--- config.mk ---
export PLATFORM = sky130hd
export DESIGN_NAME = ball_motion_ctrl
export DESIGN_NICKNAME = d
export VERILOG_FILES = /design/src/rtl/ball_motion_ctrl.sv
export SDC_FILE = /design/constraint.sdc
export NUM_CORES = 1
export LEC_CHECK = 0
export CAP_MARGIN = 20
export CORE_MARGIN = 5
export CORE_UTILIZATION = 55
export DETAILED_ROUTE_END_ITERATION = 7
export PLACE_DENSITY = 0.91
export SYNTH_ARGS = -nofsm -noshare
export SYNTH_HDL_FRONTEND = slang
export SYNTH_SLANG_ARGS = --single-unit
--- constraint.sdc ---
create_clock -name clk -period 2.6 [get_ports clk]
set_input_delay 0.52 -clock clk [delete_from_list [all_inputs] [get_ports clk]]
set_output_delay 0.52 -clock clk [all_outputs]
set_load 0.01 [all_outputs]
--- src/rtl/ball_motion_ctrl.sv ---
// Ball motion controller: owns ball position/direction, steps once per game tick, bounces via collision checker.
// Latency: first step TICK_DIV cycles after serve, then 1 STEP cycle; x/y/dir registered, update on STEP->REQ edge.
// Backpressure: holds in REQ with chk_req=1 and x/y frozen until chk_ack; pause freezes ticking/stepping. Optional macro: BALL_LOST_EN.
module ball_motion_ctrl #(
  parameter logic [9:0]  X_START   = 10'd80,
  parameter logic [9:0]  Y_START   = 10'd60,
  parameter logic [1:0]  DIR_START = 2'b00,
  parameter logic [19:0] TICK_DIV  = 20'd833333,
  parameter int          CNT_W     = 8
) (
  input  logic             clk,
  input  logic             resetn,
  input  logic             start,
  input  logic             pause,
  output logic             chk_req,
  input  logic             chk_ack,
  input  logic [1:0]       chk_code,
  output logic [9:0]       x,
  output logic [9:0]       y,
  output logic [1:0]       dir,
  output logic             moving,
  output logic [CNT_W-1:0] bounce_cnt,
  output logic             lost
);

  typedef enum logic [2:0] {
    S_IDLE,
    S_WAIT_TICK,
    S_STEP,
`ifdef BALL_LOST_EN
    S_LOST,
`endif
    S_REQ
  } state_t;

  state_t            state, state_nxt;
  logic [19:0]       tick_cnt, tick_cnt_nxt;
  logic [9:0]        x_nxt, y_nxt;
  logic [1:0]        dir_nxt;
  logic [CNT_W-1:0]  bounce_nxt, bounce_inc;
  // Set when the last step bounced off a zero edge, so a checker hit in the
  // same step does not count a second bounce.
  logic              guard_hit, guard_hit_nxt;
  logic              gx, gy;
`ifdef BALL_LOST_EN
  logic              lost_q, lost_nxt;
`endif

  assign bounce_inc = (&bounce_cnt) ? bounce_cnt : bounce_cnt + CNT_W'(1);

  // State register
  always_ff @(posedge clk) begin
    if (!resetn) state <= S_IDLE;
    else         state <= state_nxt;
  end

  // Next state and next datapath values; defaults hold everything
  always_comb begin
    state_nxt     = state;
    tick_cnt_nxt  = tick_cnt;
    x_nxt         = x;
    y_nxt         = y;
    dir_nxt       = dir;
    bounce_nxt    = bounce_cnt;
    guard_hit_nxt = guard_hit;
    gx            = 1'b0;
    gy            = 1'b0;
`ifdef BALL_LOST_EN
    lost_nxt      = lost_q;
`endif
    case (state)
      S_IDLE: begin
        if (start) begin
          state_nxt    = S_WAIT_TICK;
          tick_cnt_nxt = '0;
          bounce_nxt   = '0;
        end
      end
      S_WAIT_TICK: begin
        if (!pause) begin
          if (tick_cnt == TICK_DIV - 20'd1) begin
            tick_cnt_nxt = '0;
            state_nxt    = S_STEP;
          end else begin
            tick_cnt_nxt = tick_cnt + 20'd1;
          end
        end
      end
      S_STEP: begin
        // Pause also holds the step itself so the position stays frozen.
        if (!pause) begin
`ifdef BALL_LOST_EN
          if (y == 10'd0 && dir[1]) begin
            state_nxt = S_LOST;
            lost_nxt  = 1'b1;
          end else
`endif
          begin
            // Zero edges never wrap: hold the coordinate and reflect instead.
            gx = (x == 10'd0) && dir[0];
            gy = (y == 10'd0) && dir[1];
            if (gx)          dir_nxt[0] = 1'b0;
            else if (dir[0]) x_nxt = x - 10'd1;
            else             x_nxt = x + 10'd1;
            if (gy)          dir_nxt[1] = 1'b0;
            else if (dir[1]) y_nxt = y - 10'd1;
            else             y_nxt = y + 10'd1;
            guard_hit_nxt = gx | gy;
            if (gx | gy) bounce_nxt = bounce_inc;
            state_nxt = S_REQ;
          end
        end
      end
      S_REQ: begin
        if (chk_ack) begin
          if (chk_code[1]) begin
            if (chk_code[0]) dir_nxt[1] = ~dir[1];
            else             dir_nxt[0] = ~dir[0];
            if (!guard_hit) bounce_nxt = bounce_inc;
          end
          state_nxt = S_WAIT_TICK;
        end
      end
`ifdef BALL_LOST_EN
      S_LOST: begin
        if (start) begin
          x_nxt        = X_START;
          y_nxt        = Y_START;
          dir_nxt      = DIR_START;
          lost_nxt     = 1'b0;
          tick_cnt_nxt = '0;
          bounce_nxt   = '0;
          state_nxt    = S_WAIT_TICK;
        end
      end
`endif
      default: state_nxt = S_IDLE;
    endcase
  end

  // Datapath and registered outputs, all derived from the next state
  always_ff @(posedge clk) begin
    if (!resetn) begin
      tick_cnt   <= '0;
      x          <= X_START;
      y          <= Y_START;
      dir        <= DIR_START;
      bounce_cnt <= '0;
      guard_hit  <= 1'b0;
      chk_req    <= 1'b0;
      moving     <= 1'b0;
    end else begin
      tick_cnt   <= tick_cnt_nxt;
      x          <= x_nxt;
      y          <= y_nxt;
      dir        <= dir_nxt;
      bounce_cnt <= bounce_nxt;
      guard_hit  <= guard_hit_nxt;
      chk_req    <= (state_nxt == S_REQ);
`ifdef BALL_LOST_EN
      moving     <= (state_nxt != S_IDLE) && (state_nxt != S_LOST);
`else
      moving     <= (state_nxt != S_IDLE);
`endif
    end
  end

`ifdef BALL_LOST_EN
  // Ball-lost flag register
  always_ff @(posedge clk) begin
    if (!resetn) lost_q <= 1'b0;
    else         lost_q <= lost_nxt;
  end
  assign lost = lost_q;
`else
  assign lost = 1'b0;
`endif

endmodule

== Yosys cells after proc, flatten, opt, wreduce, memory -nomap -nowiden ==
Cells that the tools add are included.

* Register bits after elaboration: 56
* Input bits: 7

* Bitwise logic cells: 6
* Add/sub/neg operators: 6
* Mux-type cells: 28
* Equal/unequal tests: 16
* Reductions and logical operators: 17

{| class="wikitable"
|+ Operator list
! operator !! number
|-
| $mux W20 || 3
|-
| $mux W8 || 7
|-
| $pmux W20 S2 || 1
|-
| $pmux W8 S3 || 1
|-
| $ne A2 B2 Y1 const B || 11
|-
| $add A10 B1 Y10 const B || 2
|-
| $add A20 B1 Y20 const B || 1
|-
| $eq A20 B20 Y1 const B || 1
|-
| $logic_not A10 Y1 || 2
|-
| $mux W10 || 2
|-
| $sub A10 B1 Y10 const B || 2
|-
| $mux W3 || 5
|-
| $pmux W3 S4 || 1
|-
| $reduce_and A6 Y1 || 2
|-
| $eq A3 B2 Y1 const B || 3
|-
| $reduce_and A3 Y1 || 3
|-
| $add A8 B1 Y8 const B || 1
|-
| $reduce_and A8 Y1 || 1
|-
| $reduce_and A7 Y1 || 1
|-
| $mux W2 || 3
|-
| $reduce_bool A3 Y1 || 2
|-
| $not A1 Y1 || 5
|-
| $mux W1 || 4
|-
| $pmux W2 S2 || 1
|-
| 6 further kinds || 8
|}

== Depth between registers and ports, before layout ==
* Depth after elaboration: 6
* Mapped depth: 8

== Worst setup path before layout ==
OpenSTA, ideal clock, no wires.

* Path kind: reg-to-reg
* From: register dir[0]
* To: register x[7]
* Required time: 2468 ps
* Arrival time: 2110 ps
* Library setup time: 132 ps
* Period minus slack after synthesis: 2242 ps
* Stages on the path, launching flop included: 8
* Slack: 358 ps
* Cells stage by stage: dfxtp_1 ha_1 and3_1 a2111oi_0 o21ai_0 xor2_1 nand2_1 a21oi_1

* Longest elaborated chain between the ends: 3
* Elaborated cells on any way between the ends: 4
* Classes of those cells: mux (1); bitwise (1); reduce/logical (2)

{| class="wikitable"
|+ Ends and longest elaborated chain
! item !! line !! source
|-
| start: declaration || 20 || <nowiki>output logic [1:0] dir,</nowiki>
|-
| start signal: assignment || 156 || <nowiki>dir <= dir_nxt;</nowiki>
|-
| $logic_and A1 B1 Y1 || 100 || <nowiki>gx = (x == 10'd0) && dir[0];</nowiki>
|-
| $not A1 Y1 (no source line) || -- ||
|-
| $reduce_and A3 Y1 (no source line) || -- ||
|-
| end signal: assignment || 154 || <nowiki>x <= x_nxt;</nowiki>
|-
| end: declaration || 18 || <nowiki>output logic [9:0] x,</nowiki>
|}

Parallel ways exist; a longest one is shown, timed or not.
A chain may end at the register's enable or synchronous reset.

== Worst setup path after layout ==
* From: register dir[1]
* To: register y[9]

* Longest elaborated chain between the ends: 3
* Elaborated cells on any way between the ends: 4
* Classes of those cells: mux (1); bitwise (1); reduce/logical (2)

{| class="wikitable"
|+ Ends and longest elaborated chain
! item !! line !! source
|-
| $logic_and A1 B1 Y1 || 101 || <nowiki>gy = (y == 10'd0) && dir[1];</nowiki>
|-
| $not A1 Y1 (no source line) || -- ||
|-
| $reduce_and A3 Y1 (no source line) || -- ||
|-
| end signal: assignment || 155 || <nowiki>y <= y_nxt;</nowiki>
|-
| end: declaration || 19 || <nowiki>output logic [9:0] y,</nowiki>
|}

Parallel ways exist; a longest one is shown, timed or not.

==> metrics.txt <==
status=finished, final reports clean; CP startpoint kind=flip-flop; nets=475; critical path endpoint=y[9]; GRT overflow=0; switching share of power=23.5%; pwr/cell area=396 nW/um^2; final worst path period need=2320 ps; antenna violations before repair=0; WL/cell=~15 um; Lkg Pwr=0.00142 uW; f_max=432 MHz; largest net degree at the start of global routing=21; CP arrival=2570 ps; Post-synth top cells=dfxtp_1 (56), nor2_1 (52), nand2_1 (32), a21oi_1 (29), ha_1 (19); Synth area leader=dfxtp_1; Layout Cells excl Fill=523; Post-synth top flop=dfxtp_1; initial core utilization=55.9%; CTS root buf=clkbuf_8; Routed Wire Length=7.97 mm; Final ANT Viol Nets=0; setup bufs post-CTS=0; Critical R2R Launch=dir[1]; Netlist cell types=53; Slew HR=62.8%; DRC viols=0; Synth-to-Final Area Change=19.1%; Slew Limit Fails=0; CTS Sinks=56; post-CTS sizing=0; routed vias/inst=6.01; Mapped Cells=400; top cell type's share of synthesized area=34.3%; Post-DP HPWL=5.87 mm; clock-pin slew on the worst setup and hold paths=around 100 ps; vias in the first global route=2973; Inserted Clock Buffers=5; r2r worst-path depth=8; EDFF count, synth=0; CTS Hold Bufs=0; Seq pwr share=56.3%; Worst setup EP type=flip-flop; clock skew=7.85 ps; RSZ-0062 raised after global routing=false; HP Class=reg2reg; CP Buf/Inv Count=1; most frequent cell after synthesis=dfxtp_1; Gate power share=5.0%; critical path cell sequence=buf_4, ha_1, a21o_1, a21oi_1, o221ai_1, or3_1, a31o_2, a21oi_1; worst-path fanout max=9; ys async rst share=0%; DRT iter0 DRCs=196; Final period util=between 80 and 90%; synthesis-stage register bit count=56; Max-cap violations=0; final setup TNS=0 ps; GRT Total Usage=21.5%; type of the worst setup path=reg2reg; Min-Delay Path Depth=2; IO Pins=40; final-report hold violation count=0; CTS Buffer Depth=2; max incr delay on CP=about 480 ps; mean area per synthesized cell=8.18 sq um; GP Congestion=0.880; worst slack at placement=115 ps; Core ar.=between 5000 and 6000 sq um; layout cells sized above 1=under 10%; # setup viols final=0; Pre-Repair DR Iteration Count=4; Syn Std Cell Area=3270 sq um; # rows=28; Critical Path Most Common Cell=a21oi_1; Crit. Startpoint=dir[1]; Worst Tran Pin Value=552 ps; Worst Path Required=2860 ps; Port Buffers=38; CTS tree=done; internal power=1180 uW; Psw=approximately 360 uW; top cells by area, synth=dfxtp_1 (34%), ha_1 (7.3%), nor2_1 (6.0%); worst r2r dst=y[9]; Synth warnings=0; Ant. Diodes=0; Placed Cells=515; H-Tree Depth=2; DIE WIDTH=between 80 and 90 um; crit-path leading delay family=compound AO/OA/AOI/OAI gates; routed via count=approximately 3.1k; fin util=66.6%; critical path depth=8; Seq/Total Area, Yosys=approximately a third; Max IR drop VDD=0.000237 V; Slowest-stage cell, CP=dfxtp_1; Die Span Y=between 80 and 90 um; first-pass GRT wire length=between 10 and 15 mm; DIE AREA=7590 sq um; Clk pwr share=approximately two fifths; Final Worst Setup Slack=283 ps; Skew-Pair Late Insertion Delay=320 ps; R2R Setup Slk=280 ps
layout by cell type, fill, tap and decap left out, types with 2 or more instances in the layout:
cell / synthesis / routed
nand3_1: 13 / 13
o41ai_1: 2 / 2
a32oi_1: 3 / 3
nor4bb_1: 2 / 2
or2_2: 2 / 2
a21oi_1: 29 / 29
nand2b_1: 8 / 8
a31o_2: 2 / 2
xnor2_1: 15 / 15
o221ai_1: 2 / 2
o21a_1: 2 / 2
inv_1: 17 / 17
buf_4: 3 / 13
a2111oi_0: 2 / 2
nor4_1: 3 / 3
o211ai_1: 6 / 6
or3_1: 7 / 7
or4_1: 2 / 2
clkbuf_8: 0 / 5
o21ai_0: 18 / 18
conb_1: 1 / 2
and2_1: 4 / 4
nor3_1: 9 / 9
o31ai_1: 2 / 2
clkdlybuf4s50_1: 0 / 38
dfxtp_1: 56 / 56
xor2_1: 14 / 14
a21o_1: 4 / 4
ha_1: 19 / 19
nor4b_1: 2 / 2
fa_1: 2 / 2
a211oi_1: 5 / 5
nor2_1: 52 / 52
nand2_1: 32 / 32
and3_1: 12 / 12
nor2_2: 3 / 3
nor2b_1: 8 / 8
nand4_1: 14 / 14
cell families after synthesis:
kind of cell | synth area share [%]
AO/OA/AOI/OAI | 17.6
XOR/XNOR | 7.76
adder cells (fa/ha/maj) | 8.49
buffers and inverters | 3.94
flip-flops | 34.3
other | 0.115
AND/OR/NAND/NOR | 27.8
power groups by stage:
stage	registers, uW	clock network [uW]	logic (uW)
floorplan	885	0	51.9
global placement	888	0	73.4
detailed placement	888	0	75.7
CTS	869	598	76.3
global route	870	644	84.3
finish	869	597	77.2
metrics by stage:
step,cell area (sq um),total power [uW],hold slack [ps]
final,3900,1540,497
after global placement,3780,961,477
after global routing,3900,1600,538
after detailed placement,3780,964,484
after CTS,3900,1540,498
after floorplan,3280,937,461
flip-flops by register name, indices dropped and copies added (netlist names):
name,cells
bounce_cnt,8
dir,2
y,10
x,10
state,3
chk_req,1
tick_cnt,20
guard_hit,1
moving,1
worst reg2reg max path, delay by kind of cell (launching register included):
kind | cells | cell delay, ps
and+or+nand+nor | 1 | 360
DFF | 1 | 480
AOI/OAI and AO/OA | 5 | 890
adders and majority gates | 1 | 300
buffers and inverters | 1 | 220
worst min-delay path by stage:
| stage | from | end | slack (ps) |
|---|---|---|---|
| floorplan | tick_cnt[11] | tick_cnt[11] | 460 |
| global placement | tick_cnt[11] | tick_cnt[11] | 480 |
| detailed placement | x[7] | x[7] | 480 |
| CTS | x[7] | x[7] | 500 |
| global route | bounce_cnt[6] | bounce_cnt[6] | 540 |
| finish | x[7] | x[7] | 500 |
layout make-up:
type | count | area (sq um)
clock buffer | 5 | 68.8
clock inverter | 3 | 46.3
fill | 453 | 1950
inverter | 17 | 63.8
multi-input combinational | 316 | 2030
sequential | 56 | 1120
tap | 75 | 93.8
timing repair buffer | 51 | 478
routing by layer:
metal | share of wire (%) | up-vias | GRT usage, %
met5 | 0 | - | 0
met4 | 1.7 | 0 | 7.25
met3 | 5.9 | 16 | 4.16
met2 | 49 | 117 | 37.5
met1 | 44 | 1484 | 26.5
li1 | - | 1525 | -
Note: power is estimated with default switching activity, not from simulation.
